`src/rtl/cache_refill_ctrl.sv`:
```
// cache_refill_ctrl: direct-mapped, write-through, no-write-allocate cache
// controller with a 4-word line refilled one beat at a time from a backing
// memory. Hit/miss statistics are only built when CACHE_STATS_EN is defined;
// otherwise hit_count/miss_count are tied to zero.
//
// state  | meaning
// -------+-----------------------------------------------------------
// IDLE   | waiting for a request; flush clears all valid bits here
// LOOKUP | tag compare on the latched address, decide hit/miss/write
// REFILL | fetching the 4 words of the line, one beat per mem_ack
// WRITE  | write-through of the latched word to backing memory
module cache_refill_ctrl #(
    parameter int ADDR_WIDTH = 16,
    parameter int DATA_WIDTH = 32,
    parameter int SET_BITS   = 4
) (
    input  logic                  clk,
    input  logic                  rst,
    input  logic                  cpu_req,
    input  logic                  cpu_we,
    input  logic [ADDR_WIDTH-1:0] cpu_addr,
    input  logic [DATA_WIDTH-1:0] cpu_wdata,
    input  logic                  flush,
    output logic [DATA_WIDTH-1:0] cpu_rdata,
    output logic                  cpu_done,
    output logic                  busy,
    output logic                  mem_req,
    output logic                  mem_we,
    output logic [ADDR_WIDTH-1:0] mem_addr,
    output logic [DATA_WIDTH-1:0] mem_wdata,
    input  logic [DATA_WIDTH-1:0] mem_rdata,
    input  logic                  mem_ack,
    output logic [15:0]           hit_count,
    output logic [15:0]           miss_count
);

    localparam int TAG_W = ADDR_WIDTH - SET_BITS - 4;
    localparam int SETS  = 2 ** SET_BITS;

    typedef enum logic [1:0] {IDLE, LOOKUP, REFILL, WRITE} state_t;

    state_t state, state_nxt;

    // Byte offset is never stored: accesses are word-aligned.
    logic [ADDR_WIDTH-1:2] addr_q;
    logic                  we_q;
    logic [DATA_WIDTH-1:0] wdata_q;
    logic [1:0]            beat;

    logic [SETS-1:0]       valid;
    logic [TAG_W-1:0]      tag_mem  [SETS];
    logic [DATA_WIDTH-1:0] data_mem [SETS][4];

    logic [TAG_W-1:0]    tag_q;
    logic [SET_BITS-1:0] idx_q;
    logic [1:0]          off_q;
    logic                hit;
    logic                accept;
    logic                unused_addr_bits;

    assign tag_q  = addr_q[ADDR_WIDTH-1 -: TAG_W];
    assign idx_q  = addr_q[SET_BITS+3:4];
    assign off_q  = addr_q[3:2];
    assign hit    = valid[idx_q] && (tag_mem[idx_q] == tag_q);
    // cpu_done still high means the requester has not yet dropped cpu_req
    // for the transfer that just completed; flush takes precedence.
    assign accept = (state == IDLE) && cpu_req && !cpu_done && !flush;

    assign unused_addr_bits = &{1'b0, cpu_addr[1:0]};

    // State register.
    always_ff @(posedge clk or posedge rst) begin
        if (rst) state <= IDLE;
        else     state <= state_nxt;
    end

    // Next-state and memory-side outputs; memory outputs depend only on
    // registered state so they stay stable until the ack edge.
    always_comb begin
        state_nxt = state;
        busy      = (state != IDLE);
        mem_req   = 1'b0;
        mem_we    = 1'b0;
        mem_addr  = '0;
        mem_wdata = '0;
        case (state)
            IDLE: begin
                if (accept) state_nxt = LOOKUP;
            end
            LOOKUP: begin
                if (we_q)     state_nxt = WRITE;
                else if (hit) state_nxt = IDLE;
                else          state_nxt = REFILL;
            end
            REFILL: begin
                mem_req  = 1'b1;
                mem_addr = {tag_q, idx_q, beat, 2'b00};
                if (mem_ack && (beat == 2'd3)) state_nxt = IDLE;
            end
            WRITE: begin
                mem_req   = 1'b1;
                mem_we    = 1'b1;
                mem_addr  = {addr_q, 2'b00};
                mem_wdata = wdata_q;
                if (mem_ack) state_nxt = IDLE;
            end
            default: state_nxt = IDLE;
        endcase
    end

    // Request latch, beat counter, valid bits and CPU-side response.
    always_ff @(posedge clk or posedge rst) begin
        if (rst) begin
            addr_q    <= '0;
            we_q      <= 1'b0;
            wdata_q   <= '0;
            beat      <= 2'd0;
            valid     <= '0;
            cpu_done  <= 1'b0;
            cpu_rdata <= '0;
        end else begin
            cpu_done <= 1'b0;
            case (state)
                IDLE: begin
                    if (flush) begin
                        valid <= '0;
                    end else if (accept) begin
                        addr_q  <= cpu_addr[ADDR_WIDTH-1:2];
                        we_q    <= cpu_we;
                        wdata_q <= cpu_wdata;
                    end
                end
                LOOKUP: begin
                    beat <= 2'd0;
                    if (!we_q) begin
                        if (hit) begin
                            cpu_done  <= 1'b1;
                            cpu_rdata <= data_mem[idx_q][off_q];
                        end else begin
                            // Line is about to be overwritten beat by beat;
                            // keep it invalid until the last word lands.
                            valid[idx_q] <= 1'b0;
                        end
                    end
                end
                REFILL: begin
                    if (mem_ack) begin
                        beat <= beat + 2'd1;
                        if (beat == 2'd3) begin
                            valid[idx_q] <= 1'b1;
                            cpu_done     <= 1'b1;
                            // Requested word may be the one arriving right now.
                            cpu_rdata    <= (off_q == beat) ? mem_rdata
                                                            : data_mem[idx_q][off_q];
                        end
                    end
                end
                WRITE: begin
                    if (mem_ack) cpu_done <= 1'b1;
                end
                default: ;
            endcase
        end
    end

    // Line storage (tags and data); contents are qualified by valid.
    always_ff @(posedge clk) begin
        if ((state == REFILL) && mem_ack) begin
            data_mem[idx_q][beat] <= mem_rdata;
            if (beat == 2'd3) tag_mem[idx_q] <= tag_q;
        end else if ((state == LOOKUP) && we_q && hit) begin
            data_mem[idx_q][off_q] <= wdata_q;
        end
    end

`ifdef CACHE_STATS_EN
    // Saturating read hit/miss counters, counted at the LOOKUP decision.
    always_ff @(posedge clk or posedge rst) begin
        if (rst) begin
            hit_count  <= '0;
            miss_count <= '0;
        end else if ((state == LOOKUP) && !we_q) begin
            if (hit) begin
                if (hit_count != 16'hFFFF) hit_count <= hit_count + 16'd1;
            end else begin
                if (miss_count != 16'hFFFF) miss_count <= miss_count + 16'd1;
            end
        end
    end
`else
    assign hit_count  = '0;
    assign miss_count = '0;
`endif

endmodule

```
`config.mk`:
```
export PLATFORM = sky130hd
export DESIGN_NAME = cache_refill_ctrl
export DESIGN_NICKNAME = d
export VERILOG_FILES = /design/src/rtl/cache_refill_ctrl.sv
export SDC_FILE = /design/constraint.sdc
export NUM_CORES = 2
export LEC_CHECK = 0
export CORE_MARGIN = 4
export CORE_UTILIZATION = 50
export CTS_BUF_LIST = sky130_fd_sc_hd__clkbuf_4
export DETAILED_ROUTE_END_ITERATION = 12
export GPL_ROUTABILITY_DRIVEN = 0
export PLACE_DENSITY = 0.72
export SETUP_SLACK_MARGIN = 0.15
export SLEW_MARGIN = 30
export SYNTH_ARGS = -nofsm -noshare
export SYNTH_HDL_FRONTEND = slang
export SYNTH_SLANG_ARGS = --single-unit
export TNS_END_PERCENT = 100
```
`constraint.sdc`:
```
create_clock -name clk -period 9.9 [get_ports clk]
set_input_delay 1.98 -clock clk [delete_from_list [all_inputs] [get_ports clk]]
set_output_delay 1.98 -clock clk [all_outputs]
set_load 0.005 [all_outputs]
```
==> impl_metrics.ini <==
[setup_path]
r2r_slack_ns = 3.79
path_max_fanout = 57
endpoint_kind = flop
path_cells = buf_4, mux4_2, mux2i_1, mux2i_1, xnor2_1, nand4_1, a211oi_4, a41oi_4, buf_4, nor2_4, buf_4
reg2regPathDepth = 11
cp.arrival_ns = 7.01
cp-startpoint = addr_q[5]
startpoint_type = flop
path_common_cell = buf_4
critPathSlowestCell = dfrtp_4
path_class = flop to flop
r2r_end = data_mem[3][65]
max_stage_delay_ns = 1.04
r2r_start = addr_q[5]
required_ns = 10.80

[sta]
final_hold_viol_count = 0
max_slew_margin = 0.316
fin_skew_ns = 0.0799
max_freq_mhz = 164
setup_viol = 0
setup-tns-final_ns = 0
fin_crit_sh = 0.617
rsz0062_at_grt = no
drv_slew = 0
tightestPinTransition_ns = 1.03
fin_crit_ns = 6.11

[synthesis]
seq_area_frac_synth = 0.753
synth-seq-cells = 2276
ys_warn_count = 0
synth_top_cells_by_area = edfxtp_1, mux4_2, dfrtp_1, mux2i_1, mux2_4
yosysTopAreaCellShare = 0.725
yosysUniqueCellTypes = 59
synth_top_area_cell = edfxtp_1
synth_edf_count = 2176
syn_avg_cell_area_sq_um = 21.7
syn_area_sq_um = 90100
synthFlopType = edfxtp_1
synth_cells = 4157
synthArstFlopShare = 0.0439

[layout]
nNetsFinal = 4858
syn2layout_area_growth_pct = 12.9
drive_gt1_frac = 0.352
stdcell_count = 7506
final_area_sq_um = 102000

[routing]
top_layer = met4
drt-total-wl_microns = 229000
drt.antenna.violating_nets = 0
wl_per_cell_microns = 30.5
vias = 46400
vias_per_cell = 6.18
wl_met2_microns = 112000
drc = 0
wl_met1_microns = 81700
drt_iter0_drc = 5199
met3WireLength_microns = 23900
dr.pass1.iters = 6

[min_path]
min_path_type = flop to flop
hold_depth = 1
holdCritStartpoint = valid[0]
min_to = valid[0]

[die]
die_h_microns = 433
io_pins = 202
die_area_sq_um = 187000
rows = 155
core_area_sq_um = 179000
die_w_microns = 433
start_util = 0.504

[power_and_ir_drop]
irDropWorstVdd_mv = 0.212
power.total_mw = 26.6
p_leak_nw = 33.1
powerDensity_nw_per_um2 = 261

[run_status]
status = completed

[cts]
cts_sinks = 2276
post_cts_buffers = 0
ctsHoldBuffers = 0
cts_tree = yes
cts_max_level = 6
ctsResizeCount = 0
cts.clk_slew.worst_paths_ns = 0.06
cts_root_buffer = clkbuf_4
ctsLongestPathBuffers = 4
numCtsBuffers = 577
clock_latency_ns = 1.29

[grt]
grt_pass1_wl_microns = 327000
grt_usage = 0.246
overflow = 0
antenna_found_initial = 16
grt_max_degree = 125
first_global_vias = 47000

[place]
placement.cell_area_sq_um = 94800
io_buffers = 165
dp.cells = 6535
hpwl_microns = 124000

[job]
timing.max_cap.violations = 0
## routing by layer
metal | vias to the layer above | GRT usage
met1 | 24200 | 0.315
met5 | - | 0
met2 | 2679 | 0.388
met4 | 0 | 0.129
met3 | 473 | 0.0657
li1 | 19000 | -
## registers in the layout, summed over array words and instances, names as in the netlist
register,flops
data_mem,2048
tag_mem,128
cpu_rdata,32
wdata_q,32
valid,16
addr_q,14
beat,2
state,2
cpu_done,1
we_q,1
## through the flow
step / hold slack [ns] / worst slack (ns) / utilization
detailed placement: 0.491 / 3.87 / 0.530
global route: 0.525 / 3.62 / 0.569
floorplan: 0.471 / 4.93 / -
CTS: 0.505 / 3.84 / 0.568
finish: 0.504 / 3.79 / 0.569
global placement: 0.482 / 3.89 / 0.530
## cell usage after synthesis, types with 2 or more instances
master,n
a21o_1,16
a21oi_1,18
a221oi_1,67
a22oi_1,104
a41oi_1,3
and2_0,2
and2_1,38
and3_1,6
and4_1,6
buf_1,31
buf_12,10
buf_2,78
buf_4,39
buf_6,6
clkbuf_1,122
dfrtp_1,100
edfxtp_1,2176
ha_1,8
inv_1,13
mux2_2,118
mux2_4,90
mux2i_1,195
mux4_2,534
nand2_1,51
nand2b_1,4
nand3_1,5
nand3b_1,4
nand4_1,46
nor2_1,87
nor2b_1,18
o21ai_0,105
o22ai_1,18
xnor2_1,9
xor2_1,5
## report_power, final
part	internal [mW]	switching [mW]	total [mW]	leakage [nW]
logic	3.40	4.14	7.54	8.21
clock network	3.91	3.55	7.46	4.10
registers	10.9	0.715	11.6	20.8
## critical path: cells and delay by family (launching register included)
family,cells,cell delay [ns]
buf+inv,3,1.66
flops,1,1.04
simple gates,2,0.97
mux,3,0.92
compound gates,2,0.73
xor+xnor,1,0.38
## worst max-delay path by stage
stage                                  to  cells after the start
after floorplan            data_mem[3][0]                      7
after global placement    data_mem[3][79]                     11
after detailed placement  data_mem[3][79]                     11
after CTS                 data_mem[3][65]                     11
after global routing      data_mem[3][65]                     11
final                     data_mem[3][65]                     11
## cells in the final DEF, fill, tap and decap left out, drive strengths merged, types with 29 or more instances in the layout
| cell | count |
|---|---|
| nand2 | 51 |
| a22oi | 104 |
| mux2i | 195 |
| edfxtp | 2176 |
| clkinv | 109 |
| nor2 | 89 |
| clkdlybuf4s50 | 165 |
| o21ai | 106 |
| clkbuf | 819 |
| nand4 | 47 |
| mux2 | 208 |
| and2 | 40 |
| buf | 117 |
| mux4 | 534 |
| conb | 34 |
| dfrtp | 100 |
| a221oi | 67 |
| inv | 29 |
## layout make-up
type | instances | area (sq um)
Multi-Input combinational cell | 1614 | 21500
Fill cell | 13100 | 77000
Timing Repair Buffer | 282 | 2650
Inverter | 13 | 51.3
Clock inverter | 131 | 637
Sequential cell | 2276 | 67900
Clock buffer | 819 | 6150
Antenna cell | 16 | 40.0
Tap cell | 2355 | 2950
## logic make-up (layout without fill, tap and decap cells)
| family | Yosys count | after routing | synth area share |
|---|---|---|---|
| AND/OR/NAND/NOR | 277 | 277 | 0.0160 |
| AO/OA/AOI/OAI | 344 | 344 | 0.0265 |
| XOR/XNOR | 14 | 14 | 0.00136 |
| buffers and inverters | 300 | 1245 | 0.0175 |
| flip-flops | 2276 | 2276 | 0.753 |
| adder cells (fa/ha/maj) | 8 | 8 | 0.00111 |
| multiplexers | 937 | 937 | 0.185 |
| other | 1 | 50 | 0.0000416 |
Note: power is estimated with default switching activity, not from simulation.
